===== src/rtl/mem_port_pkg.sv =====
// Shared types and defaults for the memory-port master and its wait counter.
// The FSM encoding is fixed at two bits so it can be probed directly on the bus.
package mem_port_pkg;

   localparam int WORDSIZE_DEF = 16;
   localparam int ADDRSIZE_DEF = 8;
   localparam int WAIT_CNT_W   = 4;

   localparam logic [1:0] ST_IDLE   = 2'd0;
   localparam logic [1:0] ST_ACCESS = 2'd1;
   localparam logic [1:0] ST_RESP   = 2'd2;

   typedef enum logic [1:0] {
      IDLE   = ST_IDLE,
      ACCESS = ST_ACCESS,
      RESP   = ST_RESP
   } state_e;

endpackage


===== src/rtl/mem_wait_counter.sv =====
// Loadable down-counter that times how long an access is held on the memory bus.
// zero_o marks the final bus cycle; one_o marks the cycle just before it.
module mem_wait_counter
   import mem_port_pkg::*;
#(
   parameter int W = WAIT_CNT_W
) (
   input  logic         clk,
   input  logic         rst_n,
   input  logic         load_i,
   input  logic [W-1:0] load_val_i,
   input  logic         dec_i,
   output logic         zero_o,
   output logic         one_o
);

   logic [W-1:0] cnt_q, cnt_d;

   // NOTE: every variable written here gets a default first, so no path leaves it unassigned and no latch is inferred.
   always_comb begin
      cnt_d = cnt_q;
      if (load_i) begin
         cnt_d = load_val_i;
      end else if (dec_i && (cnt_q != '0)) begin
         cnt_d = cnt_q - W'(1);
      end
   end

   // NOTE: state registers use non-blocking assignments so every flop samples pre-edge values.
   always_ff @(posedge clk or negedge rst_n) begin
      if (!rst_n) begin
         cnt_q <= '0;
      end else begin
         cnt_q <= cnt_d;
      end
   end

   assign zero_o = (cnt_q == '0);
   assign one_o  = (cnt_q == W'(1));

endmodule


===== src/rtl/mem_port_master.sv =====
// Initiator for the single-port word memory: one load/store at a time over valid/ready.
// Define ALIGN_CHECK_EN to reject odd byte addresses with rsp_err instead of issuing them.
module mem_port_master
   import mem_port_pkg::*;
#(
   parameter int wordsize    = WORDSIZE_DEF,
   parameter int addrsize    = ADDRSIZE_DEF,
   parameter int WAIT_STATES = 0
) (
   input  logic                clk,
   input  logic                rst_n,
   input  logic                req_valid,
   output logic                req_ready,
   input  logic                req_we,
   input  logic [addrsize-1:0] req_addr,
   input  logic [wordsize-1:0] req_wdata,
   output logic                rsp_valid,
   input  logic                rsp_ready,
   output logic [wordsize-1:0] rsp_rdata,
   output logic                rsp_err,
   output logic [addrsize-1:0] mem_addr,
   output logic [wordsize-1:0] mem_wdata,
   input  logic [wordsize-1:0] mem_rdata,
   output logic                mem_rw
);

   localparam logic [WAIT_CNT_W-1:0] WAIT_LOAD = WAIT_CNT_W'(WAIT_STATES);
   // With no wait states the first ACCESS cycle is also the last, so a store writes immediately.
   localparam logic WRITE_ON_ACCEPT = (WAIT_STATES == 0);

   state_e              state_q, state_d;
   logic                we_q, we_d;
   logic [addrsize-1:0] mem_addr_q, mem_addr_d;
   logic [wordsize-1:0] mem_wdata_q, mem_wdata_d;
   logic [wordsize-1:0] rsp_rdata_q, rsp_rdata_d;
   logic                rsp_err_q, rsp_err_d;
   logic                mem_rw_q, mem_rw_d;
   logic                cnt_load, cnt_dec, cnt_zero, cnt_one;
   logic                misaligned;

`ifdef ALIGN_CHECK_EN
   assign misaligned = req_addr[0];
`else
   assign misaligned = 1'b0;
`endif

   mem_wait_counter #(
      .W (WAIT_CNT_W)
   ) u_wait_cnt (
      .clk        (clk),
      .rst_n      (rst_n),
      .load_i     (cnt_load),
      .load_val_i (WAIT_LOAD),
      .dec_i      (cnt_dec),
      .zero_o     (cnt_zero),
      .one_o      (cnt_one)
   );

   always_comb begin
      state_d     = state_q;
      we_d        = we_q;
      mem_addr_d  = mem_addr_q;
      mem_wdata_d = mem_wdata_q;
      rsp_rdata_d = rsp_rdata_q;
      rsp_err_d   = rsp_err_q;
      mem_rw_d    = 1'b0;
      cnt_load    = 1'b0;
      cnt_dec     = 1'b0;

      unique case (state_q)
         IDLE: begin
            if (req_valid) begin
               if (misaligned) begin
                  state_d     = RESP;
                  rsp_rdata_d = '0;
                  rsp_err_d   = 1'b1;
               end else begin
                  state_d     = ACCESS;
                  we_d        = req_we;
                  mem_addr_d  = req_addr;
                  mem_wdata_d = req_wdata;
                  cnt_load    = 1'b1;
                  mem_rw_d    = req_we && WRITE_ON_ACCEPT;
               end
            end
         end
         ACCESS: begin
            if (cnt_zero) begin
               state_d     = RESP;
               rsp_rdata_d = we_q ? '0 : mem_rdata;
               rsp_err_d   = 1'b0;
            end else begin
               cnt_dec  = 1'b1;
               // Raise rw for the cycle in which the counter will read zero: exactly one write edge.
               mem_rw_d = we_q && cnt_one;
            end
         end
         RESP: begin
            if (rsp_ready) begin
               state_d = IDLE;
            end
         end
         default: begin
            state_d = IDLE;
         end
      endcase
   end

   // mem_rw is cleared asynchronously so a reset during a store's last cycle prevents the commit.
   always_ff @(posedge clk or negedge rst_n) begin
      if (!rst_n) begin
         state_q     <= IDLE;
         we_q        <= 1'b0;
         mem_addr_q  <= '0;
         mem_wdata_q <= '0;
         rsp_rdata_q <= '0;
         rsp_err_q   <= 1'b0;
         mem_rw_q    <= 1'b0;
      end else begin
         state_q     <= state_d;
         we_q        <= we_d;
         mem_addr_q  <= mem_addr_d;
         mem_wdata_q <= mem_wdata_d;
         rsp_rdata_q <= rsp_rdata_d;
         rsp_err_q   <= rsp_err_d;
         mem_rw_q    <= mem_rw_d;
      end
   end

   assign req_ready = (state_q == IDLE);
   assign rsp_valid = (state_q == RESP);
   assign rsp_rdata = rsp_rdata_q;
   assign rsp_err   = rsp_err_q;
   assign mem_addr  = mem_addr_q;
   assign mem_wdata = mem_wdata_q;
   assign mem_rw    = mem_rw_q;

endmodule


===== config.mk =====
export PLATFORM = sky130hd
export DESIGN_NAME = mem_port_master
export DESIGN_NICKNAME = d
export VERILOG_FILES = /design/src/rtl/mem_port_pkg.sv /design/src/rtl/mem_wait_counter.sv /design/src/rtl/mem_port_master.sv
export SDC_FILE = /design/constraint.sdc
export NUM_CORES = 1
export LEC_CHECK = 0
export ABC_AREA = 1
export ABC_CLOCK_PERIOD_IN_PS = 1900
export CAP_MARGIN = 5
export CORE_AREA = 2 2 100 83
export DETAILED_ROUTE_END_ITERATION = 7
export DIE_AREA = 0 0 102 85
export DONT_BUFFER_PORTS = 1
export GPL_ROUTABILITY_DRIVEN = 0
export PLACE_DENSITY = 0.5
export REMOVE_ABC_BUFFERS = 1
export SYNTH_ARGS = -nofsm -noshare
export SYNTH_HDL_FRONTEND = slang
export SYNTH_HIERARCHICAL = 1
export SYNTH_SLANG_ARGS = --single-unit

===== constraint.sdc =====
create_clock -name clk -period 1.9 [get_ports clk]
set_input_delay 0.19 -clock clk [delete_from_list [all_inputs] [get_ports clk]]
set_output_delay 0.19 -clock clk [all_outputs]
set_load 0.005 [all_outputs]

# Word-level counts from Yosys, hierarchy flattened
# Cells that the tools add are included.
[word_totals] n_memories=0 elab_cells=37 mem_bits_rw=0 ff_bits=48 output_inout_bits=44 rom_bits=0 latchBits=0
[op_classes] eq_ne=6 n_div=0 mux=14 addsub=1 n_shift=0 mul=0 magnitude_cmp=0 bitwise_logic=0 n_reduce_logical=9
[ops] cell="$mux W16" n=1
[ops] cell="$mux W4" n=2
[ops] cell="$mux W1" n=6
[ops] cell="$mux W2" n=3
[ops] cell="$pmux W2 S3" n=1
[ops] cell="$eq A4 B1 Y1 const B" n=1
[ops] cell="$logic_not A4 Y1" n=1
[ops] cell="$ne A2 B2 Y1 const B" n=2
[ops] cell="$reduce_and A2 Y1" n=2
[ops] cell="$reduce_bool A4 Y1" n=1
[ops] cell="$sub A4 B1 Y4 const B" n=1
[ops] cell="$reduce_and A3 Y1" n=1
[ops] cell="$eq A2 B1 Y1 const B" n=1
[ops] cell="$eq A2 B2 Y1 const B" n=1
[ops] cell="$logic_and A1 B1 Y1" n=2
[ops] cell="$logic_not A2 Y1" n=1
[ops] cell="$ne A2 B1 Y1 const B" n=1
[ops] cell="$pmux W1 S2" n=1
[ops] cell="$reduce_bool A2 Y1" n=1

# Logic depth before layout (Yosys ltp)
[depth] depth_word=6 depth_mapped=11

# Modules after synthesis
# The synthesis kept the hierarchy.
[modules_own_cells] module="mem_port_master" area_per_inst_um2=1943.1 cells_each=231 instances=1 seq_area_each_um2=1101.1
[modules_own_cells] module="mem_wait_counter" area_per_inst_um2=290.3 cells_each=43 instances=1 seq_area_each_um2=100.1

# Worst setup path after synthesis
# Ideal clock, no wire load.
[synth_timing] kind="reg2reg" start="reg u_wait_cnt.cnt_q[0]" end="reg u_wait_cnt.cnt_q[3]" setup_ns=0.117 path_stages_with_launch=12 required_ns=1.783 arrival_time_ns=1.428 n_path_buf=2 setup_slack_ns=0.355 path_cell_list="dfrtp_1 -> inv_1 -> ha_1 -> nand3_2 -> inv_1 -> buf_4 -> buf_6 -> nor2_1 -> nand2_2 -> nand2_2 -> nand3_1 -> nand2_1"
[synth_between] elab_chain_len=5 elab_cells_between_ends=9 cone_classes="add/sub: 1; mux: 4; reduce/logical: 4"
[synth_lines] element="from (decl)" line="mem_wait_counter.sv:17" rtl="logic [W-1:0] cnt_q, cnt_d;"
[synth_lines] element="from (signal assigned)" line="mem_wait_counter.sv:34" rtl="cnt_q <= cnt_d;"
[synth_lines] element="$logic_not A4 Y1" line="mem_wait_counter.sv:38" rtl="assign zero_o = (cnt_q == '0);"
[synth_lines] element="via cnt_zero" line="mem_port_master.sv:38" rtl="logic cnt_load, cnt_dec, cnt_zero, cnt_one;"
[synth_lines] element="$mux W1" line="mem_port_master.sv:88" rtl="if (cnt_zero) begin"
[synth_lines] element="$mux W1" line="mem_port_master.sv:70" rtl="unique case (state_q)"
[synth_lines] element="via cnt_dec" line="mem_port_master.sv:38"
[synth_lines] element="$logic_and A1 B1 Y1" line="mem_wait_counter.sv:24" rtl="end else if (dec_i && (cnt_q != '0)) begin"
[synth_lines] element="$reduce_bool A2 Y1 (no line)"
# The timed path passes the listed nets, and every way through them passes these cells. The select of a mux whose other input is x is not followed.
# A chain may end at the register's enable or synchronous reset.

# Final worst setup path
[layout_timing] start="reg u_wait_cnt.cnt_q[0]" end="reg rsp_rdata_q[5] (netlist: rsp_rdata[5])"
[layout_between] elab_chain_len=2
[layout_lines] element="$logic_not A4 Y1" line="mem_wait_counter.sv:38"
[layout_lines] element="via cnt_zero" line="mem_port_master.sv:38"
[layout_lines] element="$reduce_and A2 Y1 (no line)"
[layout_lines] element="to (signal assigned)" line="mem_port_master.sv:124" rtl="rsp_rdata_q <= rsp_rdata_d;"
[layout_lines] element="to (decl)" line="mem_port_master.sv:35" rtl="logic [wordsize-1:0] rsp_rdata_q, rsp_rdata_d;"
# The timed path passes the listed nets, and every way through them passes these cells.

==> metrics.cfg <==
[hold_path]
hold_end = mem_wdata[12]
min-delay-path-class = input port to flip-flop
min_path_cells = 2
worstHoldStart = req_wdata[12]

[logic_synthesis]
syn_area_mm2 = 0.002233
ys_warn_count = 6
synth-seq-cells = 48
syn-instance-count = 274
syn_area_per_cell_um2 = 8.151
ys_types = 19
synth-seq-area-share_pct = 53.78

[setup_path]
path_cells = inv_1 -> ha_1 -> nand3_2 -> inv_1 -> nand3_2 -> nand2_1 -> nand2_1
critical_path_class = flip-flop to flip-flop
endpoint_kind = flip-flop
critPathSlowestCell = dfrtp_1
crit_required_ps = 2090
rr_worst_depth = 7
max_stage_delay_ps = 410
cp-start-kind = flip-flop
critical_path_arrival_ps = 1790
r2r_slack_ps = 300
timing.rr.start = u_wait_cnt/cnt_q[0]
reg2reg_to = rsp_rdata[5]
critPathMaxFanout = 17

[floorplanning]
core_mm2 = 0.007692
dieArea_mm2 = 0.008670
start_util_pct = 29.03
io_pins = 89
die_w_um = 102
dieHeight_um = 85
row_count = 29

[sta]
setup_viol = 0
post-route-period-util_pct = 84.02
tightest_slew_ps = 572.8
holdWs_ps = 18.82
finClkSkew_ps = 12.92
rsz0062_at_grt = false
finalHoldViolCount = 0
maxSlewViolCount = 0
fin_crit_ps = 1596
max_freq_ghz = 0.6264
slew-limit-headroom_pct = 61.81
setup_tns_ps = 0

[routing]
ant_nets = 0
vias = 1693
wl_um = 5162
detail_route.iter0.violations = 118
viasPerCell = 4.375
firstDrtPassIters = 4
drc_errors = 0
wl_per_cell_um = 13.34

[power]
p_total_w = 0.004143
power.leakage_nw = 1.350
peakVddDrop_uv = 535.3
p_per_area_mw_per_mm2 = 1680

[clocking]
numCtsBuffers = 5
clkLatencyLatePin_ps = 310
clock_sinks = 48
clock-root-buffer = clkbuf_8
cts.clk_slew.worst_paths_ps = 100
cts_tree = yes
post-cts-setup-buffer-count = 0
cts.htree.levels = 2
ctsLongestPathBuffers = 2

[finish]
seq_area_mm2 = 0.001201
post-route-util_pct = 32.06
instances_no_fill = 387
multi_input_area_um2 = 835.8
filler_cell_count = 838
nets = 325
layout-drive-gt1-share_pct = 7.885
n_antenna_cell = 0
syn_to_final_growth_pct = 10.42

[placement]
numPortBuffers = 0
dp_cells = 376
dp_hpwl_um = 3533

[global_route]
grt_antenna_before_repair = 0
grt_max_degree = 49
grt_pass1_wl_um = 8673
grt_overflow = 0
grt_pass1_vias = 1717
grt_usage_pct = 12.74

[outcome]
status = finished clean

[flow_run]
max_cap_viol_count = 0

==> layout by cell type (no fill, tap or decap), types with 4 or more instances in the layout <==
master | netlist | final
buf_4 | 4 | 4
clkbuf_8 | 0 | 5
conb_1 | 1 | 5
dfrtp_1 | 48 | 48
inv_1 | 25 | 25
nand2_1 | 99 | 99
nand3_1 | 46 | 46
nor2_1 | 22 | 22
o21ai_0 | 5 | 5
==> per-layer routing <==
metal  GRT usage (%)  up-vias  wire, um
met5               0        -         0
met4           3.273        0        38
met3           3.624        5       295
met2           20.04       47      2450
met1           17.31      790      2377
li1                -      851         -
==> sequential cells by signal, summed over array words and instances, names as in the netlist <==
| name | flops |
|---|---|
| we_q | 1 |
| mem_rw | 1 |
| state_q | 2 |
| u_wait_cnt/cnt_q | 4 |
| mem_wdata | 16 |
| mem_addr | 8 |
| rsp_rdata | 16 |
==> how the worst max path moves through the flow <==
stage / startpoint / endpoint / slack (ps) / cells after the start
3_5_place_dp: u_wait_cnt/cnt_q[0] / rsp_rdata[4] / 280 / 7
2_1_floorplan: state_q[1] / u_wait_cnt/cnt_q[3] / 160 / 7
3_3_place_gp: u_wait_cnt/cnt_q[0] / rsp_rdata[1] / 320 / 7
4_1_cts: u_wait_cnt/cnt_q[0] / rsp_rdata[5] / 260 / 7
5_1_grt: u_wait_cnt/cnt_q[0] / rsp_rdata[9] / 110 / 7
6_report: u_wait_cnt/cnt_q[0] / rsp_rdata[5] / 300 / 7
==> final cells by class <==
type	count	area share, %
Clock buffer	5	2.790
Clock inverter	3	1.877
Inverter	27	4.110
Multi-Input combinational cell	189	33.89
Sequential cell	48	48.71
Tap cell	108	5.479
Timing Repair Buffer	7	3.146
==> kinds of logic after synthesis <==
logic type	count (synthesis)	share of synthesized area (%)
buffers and inverters	41	9.468
adders and majority gates	2	1.120
DFF	48	53.78
other	1	0.1679
AOI/OAI and AO/OA	7	1.568
and+or+nand+nor	175	33.89
==> through the flow <==
stage               setup WS (ps)  cell area, um^2
CTS                         262.3             2466
detailed placement          276.1             2303
finish                      303.6             2466
floorplan                   155.0             2138
global route                108.4             2466
global placement            324.1             2303
==> power breakdown <==
group          switching (W)  leakage [nW]  internal, W
Combinational       0.000937         0.693     0.000496
Clock               0.000373        0.0548     0.000397
Sequential          0.000442         0.601      0.00150
Total                0.00175          1.35      0.00239
==> what timing repair did <==
action                                 in CTS  in global routing
gates resized for setup                     0                  0
endpoints found under the hold margin      49                  0
hold buffers                                3                  0
==> cell usage after synthesis <==
| library cell | count | area [um^2] |
|---|---|---|
| inv_1 | 25 | 93.84 |
| nand2_4 | 1 | 11.26 |
| nor2_1 | 22 | 82.58 |
| nor2_4 | 2 | 22.52 |
| buf_6 | 5 | 56.30 |
| buf_2 | 4 | 20.02 |
| nand3_2 | 2 | 20.02 |
| nand2_1 | 99 | 371.6 |
| conb_1 | 1 | 3.750 |
| o21ai_0 | 5 | 25.02 |
| dfrtp_1 | 48 | 1201 |
| or2_0 | 1 | 6.260 |
| nand3_1 | 46 | 230.2 |
| buf_4 | 4 | 30.03 |
| clkbuf_1 | 1 | 3.750 |
| inv_2 | 2 | 7.510 |
| ha_1 | 2 | 25.02 |
| o21ai_1 | 2 | 10.01 |
| nand2_2 | 2 | 12.51 |
==> critical path, delay by kind of cell, from the launching register on <==
kind                       cells  cell delay [ps]
adders and majority gates      1              210
buffers and inverters          2              240
DFF                            1              410
and+or+nand+nor                4              630
Power figures use the tool's default switching activity.
